### config.mk
export PLATFORM = sky130hd
export DESIGN_NAME = pu_msp430_ram_arbiter
export DESIGN_NICKNAME = d
export VERILOG_FILES = /design/src/rtl/pu_msp430_ram_arb_pkg.sv /design/src/rtl/pu_msp430_ram_arb_sel.sv /design/src/rtl/pu_msp430_ram_arbiter.sv
export SDC_FILE = /design/constraint.sdc
export NUM_CORES = 1
export LEC_CHECK = 0
export CAP_MARGIN = 25
export CORE_MARGIN = 1.5
export CORE_UTILIZATION = 36
export CTS_CLUSTER_DIAMETER = 50
export DETAILED_ROUTE_END_ITERATION = 10
export GPL_ROUTABILITY_DRIVEN = 0
export PLACE_DENSITY = 0.85
export SETUP_SLACK_MARGIN = 0.15
export SLEW_MARGIN = 5
export SYNTH_ARGS = -nofsm -noshare
export SYNTH_HDL_FRONTEND = slang
export SYNTH_HIERARCHICAL = 1
export SYNTH_SLANG_ARGS = --single-unit
### constraint.sdc
create_clock -name mclk -period 3 [get_ports mclk]
set_clock_uncertainty 0.05 [all_clocks]
set_input_delay 0.9 -clock mclk [delete_from_list [all_inputs] [get_ports mclk]]
set_output_delay 0.9 -clock mclk [all_outputs]
set_load 0.005 [all_outputs]
### src/rtl/pu_msp430_ram_arb_pkg.sv
// Shared types for the MSP430 data-RAM arbiter: port ids, read-enable code, return-stage record.
// Types only; no logic, no latency, no flow control.
package pu_msp430_ram_arb_pkg;

    typedef enum logic {
        PORT_A = 1'b0,
        PORT_B = 1'b1
    } port_e;

    localparam logic [1:0] WEN_READ = 2'b11;

    typedef struct packed {
        logic  valid;
        port_e owner;
        logic  oob;
    } ret_s;

endpackage

### src/rtl/pu_msp430_ram_arb_sel.sv
// Winner select for the two RAM masters plus the round-robin pointer; grant is 0-cycle combinational.
// A losing port is simply not granted and keeps its request up; no grants while reset is asserted.
module pu_msp430_ram_arb_sel
    import pu_msp430_ram_arb_pkg::*;
#(
    parameter int FIXED_PRIO = 0
) (
    input  logic  mclk,
    input  logic  puc_rst_n,
    input  logic  a_req,
    input  logic  b_req,
    output logic  a_gnt,
    output logic  b_gnt,
    output port_e win
);

    port_e last_q;
    port_e last_d;

    always_comb begin
        a_gnt  = 1'b0;
        b_gnt  = 1'b0;
        win    = PORT_A;
        last_d = last_q;
        if (puc_rst_n) begin
            // Under contention A wins if it has priority or B was served last.
            if (a_req && (!b_req || FIXED_PRIO != 0 || last_q == PORT_B)) begin
                a_gnt = 1'b1;
            end else if (b_req) begin
                b_gnt = 1'b1;
            end
        end
        if (b_gnt) begin
            win = PORT_B;
        end
        if (a_gnt || b_gnt) begin
            last_d = win;
        end
    end

    always_ff @(posedge mclk or negedge puc_rst_n) begin
        if (!puc_rst_n) begin
            last_q <= PORT_B;
        end else begin
            last_q <= last_d;
        end
    end

endmodule

### src/rtl/pu_msp430_ram_arbiter.sv
// Shares one single-port data RAM between CPU (A) and DMA/debug (B); grant in cycle N, read data in N+1.
// One access per cycle; the loser holds its request; out-of-range accesses are granted but blocked and flagged.
module pu_msp430_ram_arbiter
    import pu_msp430_ram_arb_pkg::*;
#(
    parameter int ADDR_MSB   = 6,
    parameter int MEM_SIZE   = 256,
    parameter int FIXED_PRIO = 0
) (
    input  logic                mclk,
    input  logic                puc_rst_n,
    input  logic                a_req,
    input  logic [ADDR_MSB:0]   a_addr,
    input  logic [1:0]          a_wen,
    input  logic [15:0]         a_din,
    output logic                a_gnt,
    output logic [15:0]         a_dout,
    output logic                a_rvld,
    input  logic                b_req,
    input  logic [ADDR_MSB:0]   b_addr,
    input  logic [1:0]          b_wen,
    input  logic [15:0]         b_din,
    output logic                b_gnt,
    output logic [15:0]         b_dout,
    output logic                b_rvld,
    output logic                ram_cen,
    output logic [ADDR_MSB:0]   ram_addr,
    output logic [15:0]         ram_din,
    output logic [1:0]          ram_wen,
    input  logic [15:0]         ram_dout,
    output logic                err_oob
);

    localparam int AW = ADDR_MSB + 1;
    localparam logic [AW:0] WORDS = (AW + 1)'(MEM_SIZE / 2);

    port_e           win;
    logic            gnt_any;
    logic            oob;
    logic [AW-1:0]   sel_addr;
    logic [1:0]      sel_wen;
    logic [15:0]     sel_din;
    logic [15:0]     rdata;

    logic [AW-1:0]   ram_addr_q, ram_addr_d;
    logic [15:0]     ram_din_q, ram_din_d;
    ret_s            ret_q, ret_d;
    logic            err_oob_q, err_oob_d;
    logic [15:0]     a_hold_q, a_hold_d;
    logic [15:0]     b_hold_q, b_hold_d;

    pu_msp430_ram_arb_sel #(
        .FIXED_PRIO (FIXED_PRIO)
    ) u_sel (
        .mclk      (mclk),
        .puc_rst_n (puc_rst_n),
        .a_req     (a_req),
        .b_req     (b_req),
        .a_gnt     (a_gnt),
        .b_gnt     (b_gnt),
        .win       (win)
    );

    assign gnt_any  = a_gnt | b_gnt;
    assign sel_addr = (win == PORT_B) ? b_addr : a_addr;
    assign sel_wen  = (win == PORT_B) ? b_wen  : a_wen;
    assign sel_din  = (win == PORT_B) ? b_din  : a_din;
    assign oob      = {1'b0, sel_addr} >= WORDS;

    always_comb begin
        ram_cen    = 1'b1;
        ram_wen    = WEN_READ;
        ram_addr_d = ram_addr_q;
        ram_din_d  = ram_din_q;
        // Address/data lines only move on a real RAM access to avoid needless toggling.
        if (gnt_any && !oob) begin
            ram_cen    = 1'b0;
            ram_wen    = sel_wen;
            ram_addr_d = sel_addr;
            ram_din_d  = sel_din;
        end

        ret_d.valid = gnt_any && (sel_wen == WEN_READ);
        ret_d.owner = win;
        ret_d.oob   = oob;
        err_oob_d   = gnt_any && oob;

        a_rvld = ret_q.valid && (ret_q.owner == PORT_A);
        b_rvld = ret_q.valid && (ret_q.owner == PORT_B);
        rdata  = ret_q.oob ? 16'h0000 : ram_dout;
        a_dout = a_rvld ? rdata : a_hold_q;
        b_dout = b_rvld ? rdata : b_hold_q;
        a_hold_d = a_dout;
        b_hold_d = b_dout;
    end

    assign ram_addr = ram_addr_d;
    assign ram_din  = ram_din_d;
    assign err_oob  = err_oob_q;

    always_ff @(posedge mclk or negedge puc_rst_n) begin
        if (!puc_rst_n) begin
            ram_addr_q <= '0;
            ram_din_q  <= '0;
            ret_q      <= '{valid: 1'b0, owner: PORT_A, oob: 1'b0};
            err_oob_q  <= 1'b0;
            a_hold_q   <= '0;
            b_hold_q   <= '0;
        end else begin
            ram_addr_q <= ram_addr_d;
            ram_din_q  <= ram_din_d;
            ret_q      <= ret_d;
            err_oob_q  <= err_oob_d;
            a_hold_q   <= a_hold_d;
            b_hold_q   <= b_hold_d;
        end
    end

endmodule

## Word-level counts from Yosys, hierarchy flattened

Cells that the tools add are included.

- Bitwise gates (word level): 2
- Multiplexer cells: 15
- Reductions and logical operators: 7
- Eq/ne operators: 1

Operators with widths:

| operator | count |
|---|---|
| 2-to-1 mux 16 bit | 4 |
| 2-to-1 mux 7 bit | 2 |
| 2-to-1 mux 1 bit | 7 |
| logical AND 1 bit | 4 |
| 2-to-1 mux 2 bit | 2 |
| equality test 2 bit, second input constant | 1 |
| logical OR 1 bit | 2 |
| zero test 1 bit | 1 |
| NOT 1 bit | 1 |
| OR 1 bit | 1 |

- Logic and storage cells: 32
- Flip-flop bits (word level): 58
- Bits of input ports: 70
- Output and inout bits: 63

## Longest topological paths before layout

- Depth in word-level cells: 9
- Gate-level depth with buffers: 7
- Gate-level depth less buffers: 5

## Cells and area by module

Netlist, hierarchy kept.

By module, submodules not included:

| module | sequential area each (um^2) | times used | area an instance (um^2) | cells each |
|---|---|---|---|---|
| pu_msp430_ram_arbiter | 1426.4 | 1 | 2468.6 | 186 |
| pu_msp430_ram_arb_sel | 26.3 | 1 | 70.1 | 9 |

## Worst setup path before layout

OpenSTA, ideal clock, no wires.

- Path kind: input-to-output
- Start point: input puc_rst_n
- End point: output ram_addr[5]
- Data required time: 2.050 ns
- Stages: 7
- Path slack: -0.107 ns
- Path buffers: 3
- Data arrival time: 2.157 ns
- Cells stage by stage: nand2_1 > a21oi_1 > buf_4 > buf_4 > buf_4 > mux2i_1 > a21oi_1

RTL lines:

| element | RTL line | source |
|---|---|---|
| start: declaration | pu_msp430_ram_arbiter.sv:11 | `input logic puc_rst_n,` |
| end: declaration | pu_msp430_ram_arbiter.sv:27 | `output logic [ADDR_MSB:0] ram_addr,` |

## Worst setup path after layout

- Start point: input puc_rst_n
- End point: output ram_din[1]

- Word-level cells in the longest chain between the ends: 4
- Elaborated cells between the ends (all ways): 6
- Those cells by class: mux (5); bitwise (1)

RTL lines:

| element | RTL line | source |
|---|---|---|
| 2-to-1 mux 1 bit | pu_msp430_ram_arb_sel.sv:25 | `if (puc_rst_n) begin` |
| 2-to-1 mux 1 bit | pu_msp430_ram_arb_sel.sv:33 | `if (b_gnt) begin` |
| 2-to-1 mux 16 bit | pu_msp430_ram_arbiter.sv:67 | `assign sel_din = (win == PORT_B) ? b_din : a_din;` |
| 2-to-1 mux 16 bit (*) | pu_msp430_ram_arbiter.sv:76 | `if (gnt_any && !oob) begin` |
| end: declaration | pu_msp430_ram_arbiter.sv:28 | `output logic [15:0] ram_din,` |

Mark *: on every way between the ends. The rest lies on a longest branch, timed or not.

==> impl_results.md <==
- Post-route cell area: 0.00527 sq mm
- Tmin final: 3.08 ns
- Hold_buf cts: 0
- Yosys reg bits: 58
- DR vias: 2347
- Pint: 2.00 mW
- VDD IR max: 311 uV
- Post-Synth Simple-Gate Area: 0.0636
- Dpl hpwl: 4.56 mm
- Count of different cell masters after synthesis: 22
- Most frequent cells in the layout: 62 x clkdlybuf4s50_1, 57 x dfrtp_1, 30 x dlygate4sd2_1
- N_diodes: 0
- Starting DRT DRC Count: 56
- Power Dens Cells: 549 mW/mm^2
- Antenna violations before repair: 0
- Finish-stage setup viols: 12
- Root Buffer: clkbuf_8
- Syn Inst Count: roughly 200
- Post-synthesis mux area share: 0.254
- Worst-Skew Late Latency: 0.32 ns
- Final-report hold violation count: 0
- Drt drc: 0
- Total Nets Final: 441
- Total Wirelength: about 9.0 mm
- Clk pwr share: 0.208
- Outcome: complete, but fails checks
- Pre-CTS WS: -0.811 ns
- Worst-margin pin slew: 0.750 ns
- Avg WL per Cell: roughly 19 um
- Max-cap violations: 0
- Critical Path Source Type: input pin
- CP Capture Type: output pin
- Syn_nets: roughly 270
- Compound-gate portion of the synthesized area: 0.0572
- P_leak: between 2 and 2.5 nW
- Yosys warns: 6
- Die Wd: 87.0 um
- Number of port buffers: 131
- Max clock buf depth: 2
- Core area: just under 0.007 sq mm
- First-pass GRT wire length: ~13 mm
- Sum Neg Setup Slack: -0.524 ns
- Max-slew headroom: 0.500
- Layout area overhead: 108%
- Die height: between 80 and 90 um
- Commonest non-fill, non-tap cell in the layout: clkdlybuf4s50_1
- Placement Rows: 30
- Number of global-route vias before repair: ~2500
- CTS tree: done
- Adder-Cell Fraction of Synth Area: 0
- Gr usage total: 0.225
- Final cycle utilization of the critical path: 1.03
- Tot Pwr: 2.89 mW
- I/O Pins: 133
- Worst setup path class: in2out
- Ys flop type: dfrtp_1
- Psw: a little under 900 uW
- Post-synth EDFFs: 0
- Starting density of the core: 0.374
- Mapped Area: about 0.0025 sq mm
- Htree depth: 3
- Synth Area in XOR/XNOR: 0
- Min-delay worst type: reg2reg
- Failing checks: setup timing
- Die ar.: 0.00756 sq mm
- Placed instance count: 422
- Combinational power share: 0.418
- Seq/Total Area, Yosys: 0.572
- Final Non-Filler Cells: around 470
- Fmax: 0.324 GHz
- Main combinational cell family by area after synthesis: multiplexers
- Hold WS: 0.440 ns
- Register-to-Register Setup Slack: about 1.1 ns
- RSZ-0062 raised after global routing: yes
- Arrival time worst endpoint: 2.13 ns
- Reg power frac: 0.374
- Grt ovf: 0
- Fraction of synthesis flops using an asynchronous set or reset pin: 1.00
- Largest net degree at the start of global routing: 59
- Worst-path clk slew: 0.06 ns
- Num Clock Sinks: 58
- DRT Pass-1 Iters: 4
- Post-route core utilization: 0.776
- Critical-path maximum fanout: 5
- CTS Buf Count: 9
- DR vias/cell: 4.98
- Layout cell share with drive strength beyond 1: 0.539
- Fin. max-slew vios: 0
- Routed Antenna Nets: 0
- WP data required: 2.05 ns
- Post-route setup slack: -0.0827 ns
- Placed cell area: 0.00400 sq mm
- Syn Area/Cell: 13.0 sq um
- Sw Share: 0.309
[worst max-delay path: stages]
cell     delay (ns)
buf_8          0.08
nand2_4        0.05
a21oi_4        0.13
buf_12         0.14
buf_12         0.10
buf_12         0.11
buf_16         0.12
mux2i_2        0.26
a21oi_2        0.09
buf_2          0.15
[power by group through the flow]
stage          Combinational (mW)  Clock [mW]  Sequential, mW
6_report                     1.21       0.602            1.08
4_1_cts                      1.12       0.605            1.07
5_1_grt                      1.29       0.651            1.10
2_1_floorplan               0.382           0            1.05
3_5_place_dp                0.980           0            1.06
3_3_place_gp                0.963           0            1.05
[synthesized netlist by cell type, drive strengths merged (4+ instances only)]
cell | number | share of area
buf | 11 | 0.040
inv | 4 | 0.0059
mux2i | 25 | 0.099
mux2 | 32 | 0.16
nand2 | 5 | 0.0084
clkbuf | 4 | 0.0059
dfrtp | 57 | 0.56
a21oi | 26 | 0.051
nor3 | 23 | 0.045
[metal layers]
| metal | track usage | wire length [um] | part of all wire |
|---|---|---|---|
| met1 | 0.256 | 3530 | 0.39 |
| met2 | 0.402 | 4710 | 0.52 |
| met4 | 0.0982 | 205 | 0.023 |
| met3 | 0.0512 | 576 | 0.064 |
| met5 | 0 | 0 | 0 |
[final timing paths]
kind,from,end,cells past startpoint
worst max-delay path,puc_rst_n,ram_din[1],10
worst min-delay path,a_hold_q[12],a_hold_q[12],1
worst max register to register,u_sel/last_q,ret_q[2],9
worst min register to register,a_hold_q[12],a_hold_q[12],1
max in group asynchronous,puc_rst_n,b_hold_q[5],2
min in group asynchronous,puc_rst_n,ram_addr_q[3],2
[final cells by class]
cell class,count,area [sq um]
multi-input combinational,118,1640
tap,96,120
clock inverter,6,35.0
timing repair buffer,180,1880
inverter,4,17.5
clock buffer,9,124
fill,377,1520
sequential,58,1450
[flip-flops by register name, summed over array words and instances, names as in the netlist]
register	cells
ram_din_q	16
b_hold_q	16
ram_addr_q	7
u_sel/last_q	1
a_hold_q	16
ret_q	2
[repair_timing]
| item | 4_1_cts | 5_1_grt |
|---|---|---|
| gates cloned | 6 | 0 |
| pin swaps | 30 | 9 |
| resized for setup | 281 | 45 |
| setup buffers | 27 | 1 |
| endpoints found under the setup margin | 60 | 41 |
[cell families (layout without fill, tap and decap cells)]
logic type | after synthesis | in the layout
buffers and inverters | 19 | 199
other | 1 | 1
AOI/OAI and AO/OA | 28 | 28
and+or+nand+nor | 32 | 32
muxes | 57 | 57
DFF | 58 | 58
Power figures use the tool's default switching activity.
